<file path="src/rtl/pc_ctrl_fsm.sv">
// Multi-cycle control sequencer: fetch, decode, memory wait, writeback and
// interrupt entry, with strobes decoded combinationally from state and inputs.
module pc_ctrl_fsm (
  input  logic       CLK,
  input  logic       RST,
  input  logic       INTR,
  input  logic       MIE,
  input  logic [6:0] OPCODE,
  input  logic [2:0] FUNCT3,
  input  logic       BR_TAKEN,
  input  logic       MEM_RDY,
  output logic       PC_WRITE,
  output logic       IR_WRITE,
  output logic       MEM_RDEN1,
  output logic       MEM_RDEN2,
  output logic       MEM_WE2,
  output logic       RF_WE,
  output logic       CSR_WE,
  output logic       INT_TAKEN,
  output logic       MRET_EXEC,
  output logic [2:0] PC_SEL
);

  typedef enum logic [2:0] {
    ST_FETCH,
    ST_DECODE,
    ST_MEM_WAIT,
    ST_WRITEBACK,
    ST_INTR
  } state_t;

  typedef enum logic [1:0] {
    MEM_NONE,
    MEM_LOAD,
    MEM_STORE
  } mem_kind_t;

  localparam logic [6:0] OP_LOAD   = 7'b0000011;
  localparam logic [6:0] OP_STORE  = 7'b0100011;
  localparam logic [6:0] OP_OP     = 7'b0110011;
  localparam logic [6:0] OP_IMM    = 7'b0010011;
  localparam logic [6:0] OP_LUI    = 7'b0110111;
  localparam logic [6:0] OP_AUIPC  = 7'b0010111;
  localparam logic [6:0] OP_JAL    = 7'b1101111;
  localparam logic [6:0] OP_JALR   = 7'b1100111;
  localparam logic [6:0] OP_BRANCH = 7'b1100011;
  localparam logic [6:0] OP_SYSTEM = 7'b1110011;

  localparam logic [2:0] SEL_PC4    = 3'd0;
  localparam logic [2:0] SEL_JALR   = 3'd1;
  localparam logic [2:0] SEL_BRANCH = 3'd2;
  localparam logic [2:0] SEL_JAL    = 3'd3;
  localparam logic [2:0] SEL_MTVEC  = 3'd4;
  localparam logic [2:0] SEL_MEPC   = 3'd5;

  state_t    state, state_nxt;
  mem_kind_t mem_kind, mem_kind_nxt;
  logic      retire;

  always_comb begin
    // NOTE: every signal gets a default before the case so no path infers a latch.
    PC_WRITE     = 1'b0;
    IR_WRITE     = 1'b0;
    MEM_RDEN1    = 1'b0;
    MEM_RDEN2    = 1'b0;
    MEM_WE2      = 1'b0;
    RF_WE        = 1'b0;
    CSR_WE       = 1'b0;
    INT_TAKEN    = 1'b0;
    MRET_EXEC    = 1'b0;
    PC_SEL       = SEL_PC4;
    state_nxt    = state;
    mem_kind_nxt = mem_kind;

    unique case (state)
      ST_FETCH: begin
        MEM_RDEN1 = 1'b1;
        if (MEM_RDY) begin
          IR_WRITE  = 1'b1;
          state_nxt = ST_DECODE;
        end
      end

      ST_DECODE: begin
        mem_kind_nxt = MEM_NONE;
        unique case (OPCODE)
          OP_LOAD: begin
            MEM_RDEN2    = 1'b1;
            mem_kind_nxt = MEM_LOAD;
            state_nxt    = ST_MEM_WAIT;
          end
          OP_STORE: begin
            MEM_WE2      = 1'b1;
            mem_kind_nxt = MEM_STORE;
            state_nxt    = ST_MEM_WAIT;
          end
          OP_OP, OP_IMM, OP_LUI, OP_AUIPC: begin
            RF_WE    = 1'b1;
            PC_WRITE = 1'b1;
          end
          OP_JAL: begin
            RF_WE    = 1'b1;
            PC_WRITE = 1'b1;
            PC_SEL   = SEL_JAL;
          end
          OP_JALR: begin
            RF_WE    = 1'b1;
            PC_WRITE = 1'b1;
            PC_SEL   = SEL_JALR;
          end
          OP_BRANCH: begin
            PC_WRITE = 1'b1;
            PC_SEL   = BR_TAKEN ? SEL_BRANCH : SEL_PC4;
          end
          OP_SYSTEM: begin
            PC_WRITE = 1'b1;
            if (FUNCT3 == 3'b000) begin
              MRET_EXEC = 1'b1;
              PC_SEL    = SEL_MEPC;
            end else begin
              RF_WE  = 1'b1;
              CSR_WE = 1'b1;
            end
          end
          // Unknown opcodes retire as a NOP so the core never wedges.
          default: PC_WRITE = 1'b1;
        endcase
      end

      ST_MEM_WAIT: begin
        unique case (mem_kind)
          MEM_LOAD: begin
            MEM_RDEN2 = 1'b1;
            if (MEM_RDY) state_nxt = ST_WRITEBACK;
          end
          MEM_STORE: begin
            MEM_WE2 = 1'b1;
            if (MEM_RDY) PC_WRITE = 1'b1;
          end
          default: state_nxt = ST_FETCH;
        endcase
      end

      ST_WRITEBACK: begin
        RF_WE    = 1'b1;
        PC_WRITE = 1'b1;
      end

      ST_INTR: begin
        PC_WRITE  = 1'b1;
        INT_TAKEN = 1'b1;
        PC_SEL    = SEL_MTVEC;
        state_nxt = ST_FETCH;
      end

      default: state_nxt = ST_FETCH;
    endcase

    // Interrupts are only taken between instructions, never after an mret.
    retire = PC_WRITE && (state != ST_INTR);
    if (retire) state_nxt = (INTR && MIE && !MRET_EXEC) ? ST_INTR : ST_FETCH;

    if (RST) begin
      PC_WRITE  = 1'b0;
      IR_WRITE  = 1'b0;
      MEM_RDEN1 = 1'b0;
      MEM_RDEN2 = 1'b0;
      MEM_WE2   = 1'b0;
      RF_WE     = 1'b0;
      CSR_WE    = 1'b0;
      INT_TAKEN = 1'b0;
      MRET_EXEC = 1'b0;
      PC_SEL    = SEL_PC4;
    end
  end

  // NOTE: reset is sampled on the clock edge here, so it belongs inside the
  // clocked block rather than in the sensitivity list.
  always_ff @(posedge CLK) begin
    if (RST) begin
      state    <= ST_FETCH;
      mem_kind <= MEM_NONE;
    end else begin
      // NOTE: sequential state uses non-blocking assignments only.
      state    <= state_nxt;
      mem_kind <= mem_kind_nxt;
    end
  end

endmodule

</file>
<file path="config.mk">
export PLATFORM = sky130hd
export DESIGN_NAME = pc_ctrl_fsm
export DESIGN_NICKNAME = d
export VERILOG_FILES = /design/src/rtl/pc_ctrl_fsm.sv
export SDC_FILE = /design/constraint.sdc
export NUM_CORES = 1
export LEC_CHECK = 0
export CAP_MARGIN = 25
export CORE_AREA = 2 2 50 52
export CTS_BUF_LIST = sky130_fd_sc_hd__clkbuf_16
export DETAILED_ROUTE_END_ITERATION = 12
export DIE_AREA = 0 0 52 54
export PLACE_DENSITY = 0.5
export REMOVE_ABC_BUFFERS = 1
export SYNTH_ARGS = -nofsm -noshare
export SYNTH_HDL_FRONTEND = slang
export SYNTH_SLANG_ARGS = --single-unit
export TNS_END_PERCENT = 5
</file>
<file path="constraint.sdc">
create_clock -name CLK -period 1.4 [get_ports CLK]
set_clock_uncertainty 0.1 [all_clocks]
set_input_delay 0.28 -clock CLK [delete_from_list [all_inputs] [get_ports CLK]]
set_output_delay 0.28 -clock CLK [all_outputs]
set_load 0.05 [all_outputs]
</file>
## Word-level counts from Yosys, hierarchy flattened

Cells that the tools add are included.

- Equality and inequality tests: 22
- Mux-type cells: 43
- Reduce and logical (&&, ||, !) cells: 10

Operator list:

| kind | number |
|---|---|
| == test 7 bit (second input constant) | 4 |
| 2-to-1 mux 1 bit | 25 |
| one-hot mux 3 bit (4 select lines) | 2 |
| == test 7 x 6 -> 1 bit (second input constant) | 3 |
| 2-to-1 mux 3 bit | 7 |
| == test 7 x 5 -> 1 bit (second input constant) | 2 |
| != test 3 bit (second input constant) | 4 |
| one-hot mux 3 bit (2 select lines) | 2 |
| one-hot mux 1 bit (2 select lines) | 4 |
| == test 7 x 2 -> 1 bit (second input constant) | 1 |
| == test 3 x 2 -> 1 bit (second input constant) | 2 |
| logical NOT 3 bit | 2 |
| OR reduction 6 bit | 1 |
| AND reduction 5 bit | 1 |
| != test 4 bit (second input constant) | 1 |
| one-hot mux 2 bit (2 select lines) | 1 |
| OR reduction 2 bit | 2 |
| == test 3 x 1 -> 1 bit (second input constant) | 1 |
| == test 3 bit (second input constant) | 1 |
| logical AND 1 bit | 3 |
| one-hot mux 1 bit (3 select lines) | 1 |
| == test 2 x 1 -> 1 bit (second input constant) | 1 |
| == test 2 bit (second input constant) | 1 |
| 2-to-1 mux 2 bit | 1 |
| 2 further kinds | 2 |

- Register bits: 5
- Output and inout bits: 12
- Word-level logic and storage cells: 77

## Logic depth before layout (Yosys ltp)

Gate-level depths: netlist of run 1.

- Depth in word-level cells: 8
- Depth in mapped cells: 4
- Mapped depth without buffers: 3

## Worst setup path after synthesis of run 1

Ideal clock, no wire load.

- Path type: reg-to-output
- Start: reg state[2]
- End: out PC_SEL[2]
- Data arrival time: 1.853 ns
- Path slack: -0.833 ns
- Cell stages (with the launch flop): 4
- Cells stage by stage: dfxtp_1 nor2_1 nand3_2 o21ai_0

- Longest elaborated chain between the ends: 3
- Elaborated cells between the ends (all ways): 4
- Those cells by class: 2 x eq/ne; 2 x mux

RTL lines:

| element | RTL line | RTL |
|---|---|---|
| from (decl) | 56 | `state_t state, state_nxt;` |
| from (signal assigned) | 185 | `state <= state_nxt;` |
| == test 3 bit / == test 3 x 1 -> 1 bit (equally long branches) | 75 | `unique case (state)` |
| one-hot mux 3 bit (2 select lines) * | 75 |  |
| 2-to-1 mux 3 bit * | 163 | `if (RST) begin` |
| to (decl) | 21 | `output logic [2:0] PC_SEL` |

Every way passes the cells marked *; elsewhere a longest branch is shown, timed or not.

## Final worst setup path of run 1

- Start: reg state[1]
- End: out PC_SEL[1]

Same word-level chain as after synthesis.

==> flow_summary.toml, run 1 <==
[routing]
number_of_iterations_in_the_first_detailed_routing_pass = 2
wl_final_mm = 2.05
antenna_violating_nets_post_route = 0
routedWlPerCell_um = 13.1
dr_total_vias = 765
first_iter_violations = 5
remaining_drc_errors = 0
vias_per_cell = 4.90

[clock_network]
cts_made_buffers = 3
clock_tree.root_cell = "sky130_fd_sc_hd__clkbuf_16"
cts_htree_levels = 1
cts.reportedPaths.clkPinSlew_ns = 0.03
hold_buffers = 0
cts.path.max_buffers = 2
cts_tree = "built"
clock_sink_count = 5
insertion_delay_ns = 0.22

[finish]
drive_above_1_share = 0.603
mostFrequentLayoutCells = "sky130_fd_sc_hd__buf_4 (22), sky130_fd_sc_hd__buf_12 (12), sky130_fd_sc_hd__dlygate4sd2_1 (6), sky130_fd_sc_hd__buf_6 (6)"
multi_input_area_sq_um = 508
postLayoutCellArea_sq_um = 1360
area_growth_syn_to_layout_pct = 157
net_total_in_the_final_layout = 143
fillerInstances = 205
antenna_cells = 0
mostFrequentLayoutCell = "sky130_fd_sc_hd__buf_4"
final-seq-area_sq_um = 109

[die]
die_width_um = 52
fp.dieH_um = 54
fp.dieArea_sq_um = 2810
io_pins = 28
floorplan.initialDensity = 0.228
fp-row-count = 18
fp.coreArea_sq_um = 2320

[sta]
grt_setup_unrepaired = "true"
tightest_slew_ns = 0.246
setup_viol = 12
timing_hold_violations_final = 0
timing.final.crit_share = 1.23
period_minus_slack_ns = 1.73
maxSlewViolCount = 0
slew_headroom = 0.835
final.setup.worst_slack_ns = -0.328
maxClockFrequency_mhz = 579

[critical_path]
critPathMaxStageDelay_ns = 0.32
startpoint = "state[1]$_SDFFE_PP0P_"
startpoint_type = "flop"
cp_max_fo = 5
cp-endpoint = "PC_SEL[1]"
worstSetupEndpointType = "output pin"
timing.critical_path.arrival_ns = 1.35
r2r-end = "state[1]$_SDFFE_PP0P_"
critical_path.cell_chain = "and2b_2 -> nand3_4 -> a211oi_4 -> buf_12"
reg2reg_setup_slack_ns = 0.03
worst-setup-path-type = "flop to output pin"
timing.critical_path.slowest_stage_cell = "sky130_fd_sc_hd__dfxtp_2"
reg2reg_from = "state[1]$_SDFFE_PP0P_"
cp_data_required_time_ns = 1.02
rr_worst_depth = 5

[power]
p_leak_uw = 0.000549
ir_worst_vdd_mv = 1.18
power.total_uw = 809
cell_pwr_density_nw_per_um2 = 594

[placed_design]
routabilityCongestion = 0.843
dpl.hpwl_mm = 1.46
numPortBuffers = 27
place_area_sq_um = 1080

[synthesis]
synth_area_sq_um = 529
seq_area_frac_synth = 0.189
synthesis.area_per_instance_sq_um = 7.56
synth_cells = 70
ys_seq_elements = 5
yosys_warnings = 0
synth.distinct_cells = 37

[grt]
grt_busiest_layer = "met2"
grt_pass1_wl_mm = 3.31
grt_remaining_overflow = 0
via_count_of_the_first_global_routing_pass = 747
use_met1 = 0.180
grt_util_met2 = 0.293
gr-usage-all-layers = 0.161
antenna_found_initial = 0
grt_max_degree = 9
met3_usage = 0.0694

[flow_run]
drv.max_cap_violation_count = 0

[outcome]
run_status = "finished with violations"
failing_checks = "setup timing"

[worst_hold_path]
worst_hold_path_type = "primary input to flop"
[layout make-up]
class	count	area share
timing repair buffer	55	0.450
inverter	4	0.0110
multi-input combinational	58	0.373
sequential	5	0.0800
clock buffer	3	0.0551
tap	30	0.0276
clock inverter	1	0.00276
[synth_stat cells]
cell                        n  area share
sky130_fd_sc_hd__nor2_1     6       0.043
sky130_fd_sc_hd__dfxtp_1    5        0.19
sky130_fd_sc_hd__nand2_1    5       0.035
sky130_fd_sc_hd__a21oi_1    4       0.038
sky130_fd_sc_hd__inv_1      4       0.028
sky130_fd_sc_hd__nand3_1    4       0.038
sky130_fd_sc_hd__a31oi_1    3       0.035
sky130_fd_sc_hd__nand4_1    3       0.035
sky130_fd_sc_hd__and3_1     2       0.024
sky130_fd_sc_hd__and3b_1    2       0.033
sky130_fd_sc_hd__buf_6      2       0.043
sky130_fd_sc_hd__nand3b_1   2       0.028
sky130_fd_sc_hd__nand4b_1   2       0.033
sky130_fd_sc_hd__nor3_1     2       0.019
sky130_fd_sc_hd__o21ai_0    2       0.019
sky130_fd_sc_hd__a211oi_1   1       0.014
sky130_fd_sc_hd__a211oi_2   1       0.024
sky130_fd_sc_hd__a32o_1     1       0.019
sky130_fd_sc_hd__and2_2     1       0.014
sky130_fd_sc_hd__and2b_1    1       0.014
sky130_fd_sc_hd__and2b_2    1       0.017
sky130_fd_sc_hd__and4_1     1       0.017
sky130_fd_sc_hd__and4_2     1       0.019
sky130_fd_sc_hd__buf_4      1       0.014
sky130_fd_sc_hd__nand3_2    1       0.019
sky130_fd_sc_hd__nand4bb_1  1       0.021
sky130_fd_sc_hd__nor2b_1    1       0.012
sky130_fd_sc_hd__nor3_4     1       0.031
sky130_fd_sc_hd__nor3b_1    1       0.014
sky130_fd_sc_hd__o21ai_1    1      0.0094
sky130_fd_sc_hd__o221ai_1   1       0.017
sky130_fd_sc_hd__o22ai_1    1       0.012
sky130_fd_sc_hd__o2bb2ai_1  1       0.017
sky130_fd_sc_hd__or2_2      1       0.012
sky130_fd_sc_hd__or3_1      1       0.012
sky130_fd_sc_hd__or3b_1     1       0.017
sky130_fd_sc_hd__xor2_1     1       0.017
[worst min path at each step]
stage	endpoint	start	depth (start not counted)	slack [ns]
floorplan	mem_kind[0]$_SDFFE_PP0N_	RST	1	0.25
global placement	mem_kind[0]$_SDFFE_PP0N_	mem_kind[0]$_SDFFE_PP0N_	3	0.49
detailed placement	mem_kind[0]$_SDFFE_PP0N_	mem_kind[0]$_SDFFE_PP0N_	3	0.49
CTS	mem_kind[0]$_SDFFE_PP0N_	RST	3	0.39
global route	mem_kind[1]$_SDFFE_PP0N_	RST	3	0.31
finish	mem_kind[1]$_SDFFE_PP0N_	RST	3	0.29
[power by group]
part / internal, uW / switching (uW)
combinational: 111 / 101
clock: 369 / 81.7
sequential: 144 / 2.96
[metal layers]
layer / vias up / wire, um
met1: 353 / 796
met4: 0 / 52
met3: 6 / 130
li1: 380 / -
met5: - / 0
met2: 26 / 1070
[stage by stage]
| stage | instances | TNS (ns) | hold WS, ns | worst slack, ns | utilization |
|---|---|---|---|---|---|
| final | 156 | -3.21 | 0.292 | -0.328 | 0.587 |
| after global routing | 156 | -3.81 | 0.309 | -0.384 | 0.587 |
| after CTS | 152 | -3.48 | 0.394 | -0.368 | 0.559 |
| after detailed placement | 145 | -8.01 | 0.489 | -0.649 | 0.468 |
| after global placement | 145 | -8.11 | 0.489 | -0.696 | 0.468 |
| after floorplan | 67 | -5.15 | 0.249 | -0.854 | - |
[kinds of logic after synthesis]
logic type	synth area share
simple gates	0.506
compound gates	0.203
buf+inv	0.0851
flops	0.189
xor+xnor	0.0166
[repair_timing]
| action | in CTS | in global routing |
|---|---|---|
| pin swaps | 17 | 7 |
| endpoints found under the setup margin | 16 | 14 |
| resized for setup | 51 | 11 |
| setup buffers | 3 | 4 |
[state kept, by name, summed over array words and instances, names as in the netlist]
signal,cells
mem_kind,2
state,3
[critical path, delay by kind of cell, from the launching register on]
kind                   cells  cell delay (ns)
buffers and inverters      1             0.17
AND/OR/NAND/NOR            2             0.39
flip-flops                 1             0.32
AO/OA/AOI/OAI              1             0.24
(Power assumes the default switching activity.)
==> run 2: changes to the inputs <==
--- a/config.mk
+++ b/config.mk
@@ -5,9 +5,9 @@
 export SDC_FILE = /design/constraint.sdc
 export NUM_CORES = 1
 export LEC_CHECK = 0
-export CAP_MARGIN = 25
 export CORE_AREA = 2 2 50 52
 export CTS_BUF_LIST = sky130_fd_sc_hd__clkbuf_16
+export CTS_CLUSTER_SIZE = 10
 export DETAILED_ROUTE_END_ITERATION = 12
 export DIE_AREA = 0 0 52 54
 export PLACE_DENSITY = 0.5
==> results of run 2 <==
Final layout, timing and power as in run 1 (identical DEF).
